### src/rtl/ifr_pkg.sv
// ifr_pkg: shared types and constants for the instruction-fetch responder.
//   ifr_resp_t  - one response pipeline entry {valid, err, rdata}
//   ifr_stall_e - wait-state injector FSM states
//   IfrLfsrTaps - 16-bit Fibonacci LFSR tap mask (taps 16,14,13,11)
package ifr_pkg;

  typedef struct packed {
    logic        valid;
    logic        err;
    logic [31:0] rdata;
  } ifr_resp_t;

  typedef enum logic {
    IfrIdle,
    IfrStall
  } ifr_stall_e;

  // Bits 15,13,12,10 of a left-shifting register correspond to taps 16,14,13,11.
  localparam logic [15:0] IfrLfsrTaps = 16'hB400;

endpackage

### src/rtl/ifr_stall_gen.sv
// ifr_stall_gen: pseudo-random wait-state injector for the fetch responder.
// Only present when the build defines IFR_STALL_EN; the top ties stall low otherwise.
// Ports:
//   clk_sys_i    in  1  system clock
//   rst_sys_ni   in  1  async reset, active low
//   instr_req_i  in  1  core fetch request (a stall only starts while a request is pending)
//   stall_o      out 1  registered; high for 1..4 cycles per stall episode
`ifdef IFR_STALL_EN
module ifr_stall_gen
  import ifr_pkg::*;
#(
  parameter logic [15:0] StallSeed = 16'hACE1
) (
  input  logic clk_sys_i,
  input  logic rst_sys_ni,
  input  logic instr_req_i,
  output logic stall_o
);

  logic [15:0] lfsr_q;
  logic [2:0]  cnt_q;
  ifr_stall_e  state_q;

  always_ff @(posedge clk_sys_i or negedge rst_sys_ni) begin
    if (!rst_sys_ni) begin
      lfsr_q  <= StallSeed;
      cnt_q   <= '0;
      state_q <= IfrIdle;
      stall_o <= 1'b0;
    end else begin
      lfsr_q <= {lfsr_q[14:0], ^(lfsr_q & IfrLfsrTaps)};
      unique case (state_q)
        IfrIdle: begin
          if (instr_req_i && (lfsr_q[3:0] == 4'h0)) begin
            state_q <= IfrStall;
            cnt_q   <= {1'b0, lfsr_q[5:4]} + 3'd1;
            stall_o <= 1'b1;
          end
        end
        IfrStall: begin
          cnt_q <= cnt_q - 3'd1;
          // Leaving on the last count keeps stall_o high for exactly the loaded length.
          if (cnt_q == 3'd1) begin
            state_q <= IfrIdle;
            stall_o <= 1'b0;
          end
        end
        default: begin
          state_q <= IfrIdle;
          stall_o <= 1'b0;
        end
      endcase
    end
  end

endmodule
`endif

### src/rtl/instr_fetch_responder.sv
// instr_fetch_responder: memory-side responder for the Ibex instruction-fetch
// req/gnt/rvalid interface. Grants fetches under an outstanding limit, drives the
// read-only RAM port, and returns rdata/err in order RespLatency cycles after grant.
// Misaligned or out-of-window fetches get a bus error and never touch the RAM.
// Optional feature: define IFR_STALL_EN to insert random wait states (ifr_stall_gen).
// Ports:
//   clk_sys_i, rst_sys_ni            clock, async active-low reset
//   instr_req_i, instr_addr_i        core fetch request / byte address
//   instr_gnt_o                      request accepted this cycle (combinational)
//   instr_rvalid_o, instr_rdata_o,
//   instr_err_o                      in-order response; rdata 0 on error
//   mem_req_o, mem_addr_o            RAM read-port request / byte address
//   mem_rdata_i                      RAM data, valid the cycle after mem_req_o
//   busy_o                           fetches outstanding
module instr_fetch_responder
  import ifr_pkg::*;
#(
  parameter logic [31:0] BaseAddr       = 32'h0000_0000,
  parameter int unsigned SizeBytes      = 2 * 1024 * 1024,
  parameter int unsigned RespLatency    = 1,
  parameter int unsigned MaxOutstanding = 2,
  parameter logic [15:0] StallSeed      = 16'hACE1
) (
  input  logic        clk_sys_i,
  input  logic        rst_sys_ni,
  input  logic        instr_req_i,
  input  logic [31:0] instr_addr_i,
  output logic        instr_gnt_o,
  output logic        instr_rvalid_o,
  output logic [31:0] instr_rdata_o,
  output logic        instr_err_o,
  output logic        mem_req_o,
  output logic [31:0] mem_addr_o,
  input  logic [31:0] mem_rdata_i,
  output logic        busy_o
);

  localparam int unsigned     CntW    = $clog2(MaxOutstanding + 1);
  localparam logic [CntW-1:0] CntMax  = CntW'(MaxOutstanding);
  localparam logic [31:0]     WinMask = ~(SizeBytes - 32'd1);

  if (RespLatency < 1) begin : g_bad_latency
    $error("RespLatency must be at least 1");
  end
  if ((MaxOutstanding < 1) || (MaxOutstanding > RespLatency + 1)) begin : g_bad_max
    $error("MaxOutstanding must be in 1..RespLatency+1");
  end
  if ((SizeBytes == 0) || ((SizeBytes & (SizeBytes - 1)) != 0)) begin : g_bad_size
    $error("SizeBytes must be a power of 2");
  end
  if (StallSeed == 16'h0) begin : g_bad_seed
    $error("StallSeed must be nonzero");
  end

  logic            stall;
  logic            gnt;
  logic            err_dec;
  logic            s1_valid_q, s1_err_q;
  ifr_resp_t       resp;
  logic [CntW-1:0] cnt_q, cnt_d;

`ifdef IFR_STALL_EN
  ifr_stall_gen #(
    .StallSeed(StallSeed)
  ) u_stall_gen (
    .clk_sys_i  (clk_sys_i),
    .rst_sys_ni (rst_sys_ni),
    .instr_req_i(instr_req_i),
    .stall_o    (stall)
  );
`else
  assign stall = 1'b0;
`endif

  assign err_dec = (instr_addr_i[1:0] != 2'b00) || ((instr_addr_i & WinMask) != BaseAddr);

  // A response retiring this cycle frees its slot for a same-cycle grant.
  assign gnt = instr_req_i && !stall && ((cnt_q < CntMax) || resp.valid);

  assign instr_gnt_o = gnt;
  assign mem_req_o   = gnt && !err_dec;
  assign mem_addr_o  = instr_addr_i;

  // Entry 1: {valid, err} captured at grant; RAM data is not yet available.
  always_ff @(posedge clk_sys_i or negedge rst_sys_ni) begin
    if (!rst_sys_ni) begin
      s1_valid_q <= 1'b0;
      s1_err_q   <= 1'b0;
    end else begin
      s1_valid_q <= gnt;
      s1_err_q   <= gnt && err_dec;
    end
  end

  if (RespLatency == 1) begin : g_lat1
    // RAM output is already aligned with entry 1, so no data flop is needed.
    always_comb begin
      resp.valid = s1_valid_q;
      resp.err   = s1_err_q;
      resp.rdata = (s1_valid_q && !s1_err_q) ? mem_rdata_i : '0;
    end
  end else begin : g_latn
    // pipe_q[k] is pipeline entry k+2; RAM data joins at entry 2.
    ifr_resp_t pipe_q [RespLatency-1];

    always_ff @(posedge clk_sys_i or negedge rst_sys_ni) begin
      if (!rst_sys_ni) begin
        for (int unsigned i = 0; i < RespLatency - 1; i++) begin
          pipe_q[i] <= '0;
        end
      end else begin
        pipe_q[0].valid <= s1_valid_q;
        pipe_q[0].err   <= s1_err_q;
        pipe_q[0].rdata <= (s1_valid_q && !s1_err_q) ? mem_rdata_i : '0;
        for (int unsigned i = 1; i < RespLatency - 1; i++) begin
          pipe_q[i] <= pipe_q[i-1];
        end
      end
    end

    assign resp = pipe_q[RespLatency-2];
  end

  assign instr_rvalid_o = resp.valid;
  assign instr_err_o    = resp.err;
  assign instr_rdata_o  = resp.rdata;

  always_comb begin
    cnt_d = cnt_q;
    if (gnt && !resp.valid) begin
      cnt_d = cnt_q + CntW'(1);
    end else if (!gnt && resp.valid) begin
      cnt_d = cnt_q - CntW'(1);
    end
  end

  always_ff @(posedge clk_sys_i or negedge rst_sys_ni) begin
    if (!rst_sys_ni) begin
      cnt_q <= '0;
    end else begin
      cnt_q <= cnt_d;
    end
  end

  assign busy_o = (cnt_q != '0);

  a_no_underflow: assert property (@(posedge clk_sys_i) disable iff (!rst_sys_ni)
    resp.valid |-> (cnt_q != '0));
  a_no_overflow: assert property (@(posedge clk_sys_i) disable iff (!rst_sys_ni)
    cnt_q <= CntMax);

endmodule
### config.mk
export PLATFORM = sky130hd
export DESIGN_NAME = instr_fetch_responder
export DESIGN_NICKNAME = d
export VERILOG_FILES = /design/src/rtl/ifr_pkg.sv /design/src/rtl/ifr_stall_gen.sv /design/src/rtl/instr_fetch_responder.sv
export SDC_FILE = /design/constraint.sdc
export NUM_CORES = 1
export LEC_CHECK = 0
export CORE_MARGIN = 2
export CORE_UTILIZATION = 20
export DETAILED_ROUTE_END_ITERATION = 6
export HOLD_SLACK_MARGIN = 0.15
export PLACE_DENSITY_LB_ADDON = 0.1
export SLEW_MARGIN = 30
export SYNTH_ARGS = -nofsm -noshare
export SYNTH_HDL_FRONTEND = slang
export SYNTH_SLANG_ARGS = --single-unit
### constraint.sdc
create_clock -name clk_sys_i -period 2.95 [get_ports clk_sys_i]
set_input_delay 0.7375 -clock clk_sys_i [delete_from_list [all_inputs] [get_ports clk_sys_i]]
set_output_delay 0.7375 -clock clk_sys_i [all_outputs]
set_load 0.005 [all_outputs]
==> summary.md, run 1 <==
| Metric | Value |
|---|---|
| DR pass1 iterations | `3` |
| Nets | `225` |
| Multi-input gate area | `313 µm²` |
| TritonCTS clock tree | `done` |
| Final hold violation count | `0` |
| Antenna violations before repair | `0` |
| Total number of vias | `between 800 and 900` |
| DRC | `0` |
| Area of the die | `~3800 µm²` |
| H-tree depth | `1` |
| Initial Utilization | `between 20% and 30%` |
| Mapped Cells | `88` |
| Post-CTS Setup Inserts | `0` |
| Mapped Avg Cell Area | `between 7 and 8 µm²` |
| Worst r2r src | `cnt_q[1]` |
| Setup WS pre-CTS | `-0.321 ns` |
| Synthesized Nets | `around 160` |
| Core Util, Final | `a little under half` |
| CP Launch Type | `input port` |
| RSZ-0062 raised after global routing | `no` |
| Setup TNS | `0 ns` |
| Share of layout cells above drive strength 1 | `approximately 5.8%` |
| Die W | `61.9 µm` |
| Filler cells | `about 340` |
| Fmax | `around 350 MHz` |
| Sequential cell area | `between 100 and 150 µm²` |
| DR iter-0 viols | `15` |
| Vias in the first global route | `between 600 and 700` |
| Die height | `approximately 62 µm` |
| Seq/Total Area, Yosys | `around 15%` |
| Clock latency at the later pin of the worst-skew pair | `0.23 ns` |
| Final min period | `about 2.8 ns` |
| Clock Root Buffer | `clkbuf_4` |
| Tcrit/Tclk final | `about 97%` |
| Post-detail-place hpwl | `a little under 2000 µm` |
| Leakage | `approximately 0.59 nW` |
| Largest fanout on the critical path | `2` |
| PwrDens | `about 380 nW/µm²` |
| Skew final | `roughly 0.0016 ns` |
| Warnings, synthesis | `0` |
| Routed wire per std cell | `10.8 µm` |
| Hold path depth | `1` |
| Core Area | `between 3000 and 4000 µm²` |
| Worst path required time | `2.21 ns` |
| Top cells by area, synth | `buf_4 36%, and2_1 30%, dfrtp_1 15%, xnor2_1 2.6%, ha_1 1.9%` |
| Total Wirelength | `between 2000 and 2500 µm` |
| Io pins | `~140` |
| Area leader, netlist | `buf_4` |
| CTS max path bufs | `2` |
| Synth unique cells | `17` |
| Num CTS Buffers | `3` |
| Max-slew violation count | `0` |
| Final WS setup | `approximately 0.10 ns` |
| Post-synth top area share | `35.9%` |
| Worst reg2reg setup slack | `roughly 1.5 ns` |
| Gpl congestion | `around 0.6` |
| IO buf count | `slightly below 100` |
| Crit path DAT | `about 2.1 ns` |
| Max-cap violations | `0` |
| Antenna-violating nets left | `0` |
| Hold path start | `cnt_q[0]` |
| Cell Rows | `21` |
| Final setup viols | `0` |
| Max-slew headroom | `around three quarters` |
| Synth-to-layout area growth | `122%` |
| Placed insts | `about 200` |
| DP Area | `1460 µm²` |
| Synthesized cell area | `around 670 µm²` |
| Total track usage | `under 10%` |
| Clock Pin Slew Worst Setup and Hold Paths | `about 0.040 ns` |
| Sink of the worst hold path | `cnt_q[0]` |
| Grt ovf | `0` |
| Status | `completed` |
| Number of synthesized register bits | `4` |
| Final instance area | `~1500 µm²` |
| R2R Path End | `cnt_q[1]` |
| Worst vdd ir | `0.160 mV` |
| Drt via density | `a little over 4` |
| Largest net degree at the start of global routing | `33` |
| Clock Sinks | `4` |
| Worst-case reg-to-reg path depth | `6` |
| Kind of critical path | `in -> out` |
| Worst setup EP type | `primary output` |
| First-pass GRT wire length | `~2800 µm` |
| Post-Layout Cell Count | `201` |
| ANT cells | `0` |
| Slew @ Worst Pin | `approximately 0.35 ns` |
| Hold Crit Class | `reg -> reg` |
==> critical path, cell delays in order <==
cell	delay, ns
clkdlybuf4s50_1	0.41
or4_4	0.53
nor3_4	0.13
and4b_1	0.19
buf_2	0.11
==> placed cells by master, fill, tap and decap left out, drive strengths merged, types with 2 or more instances in the layout <==
cell type	n
clkdlybuf4s50	95
and2	32
dfrtp	4
inv	3
clkbuf	3
buf	3
nor2	2
xnor2	2
nor3	2
==> area by class of cell <==
type	count	area share, %
Timing Repair Buffer	99	66.0
Sequential cell	4	6.75
Clock buffer	3	1.52
Inverter	3	0.759
Tap cell	46	3.88
Multi-Input combinational cell	46	21.1
==> kinds of logic after synthesis <==
kind of cell | share of synthesized area (%)
adders and majority gates | 1.87
buffers and inverters | 39.3
and+or+nand+nor | 38.3
xor gates and xnor gates | 3.93
AOI/OAI and AO/OA | 1.68
DFF | 15.0
==> synthesized netlist by cell type <==
cell type,n
ha_1,1
xor2_1,1
nor3_2,1
dfrtp_1,4
or2_2,1
nor2_1,2
and4b_1,1
a31oi_1,1
buf_4,32
nor4_1,1
clkbuf_1,3
inv_1,3
nor3_1,1
xnor2_1,2
o21ai_0,1
and2_1,32
or4_4,1
==> timing repair <==
item / 4_1_cts / 5_1_grt
pin swaps: 2 / 1
resized for setup: 5 / 1
hold buffers: 0 / 0
setup endpoints to repair: 1 / 1
==> metal layers <==
layer	track usage [%]	routed length (µm)	vias to the layer above
met4	4.56	8	0
li1	-	-	378
met2	17.1	987	76
met3	5.18	437	4
met1	9.08	740	353
met5	0	0	-
==> how the worst max path moves through the flow <==
stage | from | end | slack (ns) | cells after the start
after floorplan | instr_addr_i[22] | mem_req_o | 0.63 | 3
after global routing | instr_addr_i[21] | mem_req_o | 0.04 | 5
after detailed placement | instr_addr_i[22] | mem_req_o | -0.32 | 5
after CTS | instr_addr_i[21] | mem_req_o | 0.05 | 5
final | instr_addr_i[21] | mem_req_o | 0.10 | 5
after global placement | instr_addr_i[22] | mem_req_o | -0.32 | 5
==> state kept, by name (all words and copies together) (netlist names) <==
| register | cells |
|---|---|
| instr_err_o | 1 |
| cnt_q | 2 |
| instr_rvalid_o | 1 |
==> power breakdown <==
group / internal (W) / switching [W] / leakage [nW]
registers: 0.0000786 / 0.0000149 / 0.0483
logic: 0.000278 / 0.000130 / 0.527
clock network: 0.0000454 / 0.0000209 / 0.0138
==> metrics by stage <==
stage	total power, W	hold WS [ns]
6_report	0.000568	0.509
5_1_grt	0.000625	0.543
4_1_cts	0.000581	0.520
3_5_place_dp	0.000509	0.510
3_3_place_gp	0.000506	0.499
2_1_floorplan	0.000273	0.442
No activity file was read; power rests on OpenSTA's default activity.
==> inputs of run 2 (changes only) <==
--- a/config.mk
+++ b/config.mk
@@ -10,6 +10,7 @@
 export DETAILED_ROUTE_END_ITERATION = 6
 export HOLD_SLACK_MARGIN = 0.15
 export PLACE_DENSITY_LB_ADDON = 0.1
+export RECOVER_POWER = 50
 export SLEW_MARGIN = 30
 export SYNTH_ARGS = -nofsm -noshare
 export SYNTH_HDL_FRONTEND = slang
==> run 2 against run 1 <==
  * First-iteration DRC count down 20%
  * Flip-flop and latch count unchanged
  * Final cell count unchanged
  * Die area unchanged
  * Count of clock-buffer cells in the layout unchanged
  * Register-to-register slack about the same
  * Non-clock buffer count unchanged
  * Sequential power about the same
  * Maximum frequency up 0.22%
  * Sequential share of layout area unchanged
  * Utilization unchanged
  * Largest cell class unchanged
  * Largest power group unchanged
==> summary.md, run 2 (synthesis gave the netlist of run 1 again) <==
| Metric | Value |
|---|---|
| Status | `completed` |
| Cell Rows | `21 (unchanged)` |
| Max-cap violations | `0 (unchanged)` |
| Final setup viols | `0 (unchanged)` |
| Crit path DAT | `2.10 ns (about the same)` |
| Worst setup EP type | `primary output` |
| Antenna violations before repair | `0 (unchanged)` |
| Initial Utilization | `20.4% (unchanged)` |
| First-pass GRT wire length | `2770 µm (unchanged)` |
| Filler cells | `343 (unchanged)` |
| Commonest non-fill, non-tap cells in the layout | `82 x clkdlybuf4s50_1, 32 x and2_1, 13 x dlygate4sd3_1, 4 x dfrtp_1` |
| Slew @ Worst Pin | `0.353 ns (-0.000169 ns)` |
| Worst-case reg-to-reg path depth | `6 (unchanged)` |
| Skew final | `0.00153 ns (-0.000118 ns)` |
| Max FFs per register | `2 (unchanged)` |
| Drt via density | `4.02 (-0.25%)` |
| Die W | `61.9 µm (unchanged)` |
| Nets | `225 (unchanged)` |
| Final min period | `2.84 ns (-0.00611 ns)` |
| PwrDens | `377 nW/µm² (-1.6%)` |
| Max-slew headroom | `76.2% (about the same)` |
| Area of the die | `3830 µm² (unchanged)` |
| ANT cells | `0 (unchanged)` |
| Post-detail-place hpwl | `1950 µm (unchanged)` |
| DP Area | `1460 µm² (unchanged)` |
| Grt ovf | `0 (unchanged)` |
| Gpl congestion | `0.604 (unchanged)` |
| Setup TNS | `0 ns (unchanged)` |
| Hold path depth | `1 (unchanged)` |
| Fmax | `352 MHz (+0.22%)` |
| Tcrit/Tclk final | `96.3% (-0.21 points)` |
| Largest fanout on the critical path | `2 (unchanged)` |
| DR pass1 iterations | `3 (unchanged)` |
| Slowest CP cell | `or4_4` |
| Hold Crit Class | `reg -> reg` |
| Leakage | `0.593 nW (+0.68%)` |
| Total track usage | `9.66% (unchanged)` |
| Routed wire per std cell | `10.8 µm (-0.41%)` |
| Core Area | `3280 µm² (unchanged)` |
| DR iter-0 viols | `12 (-3)` |
| Total Wirelength | `2160 µm (-0.41%)` |
| Kind of critical path | `in -> out` |
| Clock Sinks | `4 (unchanged)` |
| TritonCTS clock tree | `done` |
| Setup WS pre-CTS | `-0.321 ns (unchanged)` |
| Final instance area | `1480 µm² (unchanged)` |
| Clock Pin Slew Worst Setup and Hold Paths | `0.04 ns (about the same)` |
| Worst path required time | `2.21 ns (about the same)` |
| CP Launch Type | `input port` |
| DRC | `0 (unchanged)` |
| IO buf count | `97 (unchanged)` |
| Total number of vias | `809 (-0.25%)` |
| H-tree depth | `1 (unchanged)` |
| Share of layout cells above drive strength 1 | `5.81% (unchanged)` |
| Die height | `61.9 µm (unchanged)` |
| Reg with most FFs | `cnt_q` |
| Max-slew violation count | `0 (unchanged)` |
| Largest net degree at the start of global routing | `33 (unchanged)` |
| Num CTS Buffers | `3 (unchanged)` |
| Antenna-violating nets left | `0 (unchanged)` |
| WHS | `0.509 ns (unchanged)` |
| Most common cell after layout, fill and taps aside | `clkdlybuf4s50_1` |
| Vias in the first global route | `689 (unchanged)` |
| CTS max path bufs | `2 (unchanged)` |
| Worst vdd ir | `0.154 mV (-3.8%)` |
| Post-CTS Setup Inserts | `0 (unchanged)` |
| CP peak stage delay | `0.53 ns (about the same)` |
| Clock Root Buffer | `clkbuf_4` |
| RSZ-0062 raised after global routing | `no` |
| Critical path cell sequence | `clkdlybuf4s50_1 > or4_4 > nor3_4 > and4b_1 > buf_2` |
| Io pins | `136 (unchanged)` |
| Final WS setup | `0.108 ns (+0.00611 ns)` |
| Final hold violation count | `0 (unchanged)` |
| Synth-to-layout area growth | `122% (unchanged)` |
| Clock latency at the later pin of the worst-skew pair | `0.23 ns (about the same)` |
| Core Util, Final | `45.2% (unchanged)` |
[run 2: cell types whose count changed in the layout (fill, tap and decap cells not counted), sizes merged]
cell and change:
dlygate4sd3 +13, clkdlybuf4s50 -13
[run 2: per-stage QoR]
| stage | total power (W) | cells |
|---|---|---|
| 2_1_floorplan | 0.000273 | 88 |
| 3_3_place_gp | 0.000506 | 198 |
| 3_5_place_dp | 0.000509 | 198 |
| 4_1_cts | 0.000581 | 201 |
| 5_1_grt | 0.000616 | 201 |
| 6_report | 0.000559 | 201 |
[run 2: final cells by class]
class                   instances  area [µm²]  share of cell area (%)
multi-input cells              46         313                    21.1
clock buffers                   3        22.5                    1.52
well taps                      46        57.6                    3.88
inverters                       3        11.3                   0.759
repair buffers                 99         980                    66.0
flip-flops and latches          4         100                    6.75
[run 2: layer usage]
layer	track usage (%)	vias to the layer above	routed length, µm
met1	9.08	353	733
met4	4.56	0	8
met2	17.1	76	982
met3	5.18	4	440
li1	-	376	-
met5	0	-	0
[run 2: final timing paths]
kind                                to              from  slack [ns]
setup / recovery             mem_req_o  instr_addr_i[21]        0.11
hold / removal                cnt_q[0]          cnt_q[0]        0.51
setup reg to reg              cnt_q[1]          cnt_q[1]        1.46
hold reg to reg               cnt_q[0]          cnt_q[0]        0.51
max in group asynchronous  instr_err_o        rst_sys_ni        2.00
min in group asynchronous     cnt_q[1]        rst_sys_ni        0.78
[run 2: critical path: cells and delay by family]
kind / cells / cell delay (ns)
AND/OR/NAND/NOR: 3 / 0.85
buffers and inverters: 2 / 0.52
[run 2: timing repair]
action / in CTS / in global routing
hold buffers: 0 / 0
gates resized for setup: 5 / 1
pin swaps: 2 / 1
endpoints found under the setup margin: 1 / 1
[run 2: where the power goes]
group / leakage (nW) / internal (W) / switching (W) / total [W]
Clock: 0.0138 / 0.0000454 / 0.0000210 / 0.0000664
Combinational: 0.531 / 0.000270 / 0.000130 / 0.000400
Sequential: 0.0483 / 0.0000785 / 0.0000146 / 0.0000932
==> inputs of run 3 (changes only) <==
--- a/config.mk
+++ b/config.mk
@@ -10,7 +10,6 @@
 export DETAILED_ROUTE_END_ITERATION = 6
 export HOLD_SLACK_MARGIN = 0.15
 export PLACE_DENSITY_LB_ADDON = 0.1
-export RECOVER_POWER = 50
 export SLEW_MARGIN = 30
 export SYNTH_ARGS = -nofsm -noshare
 export SYNTH_HDL_FRONTEND = slang
==> results of run 3 <==
Same layout as run 1: the final DEF is identical, and so are final timing and power.
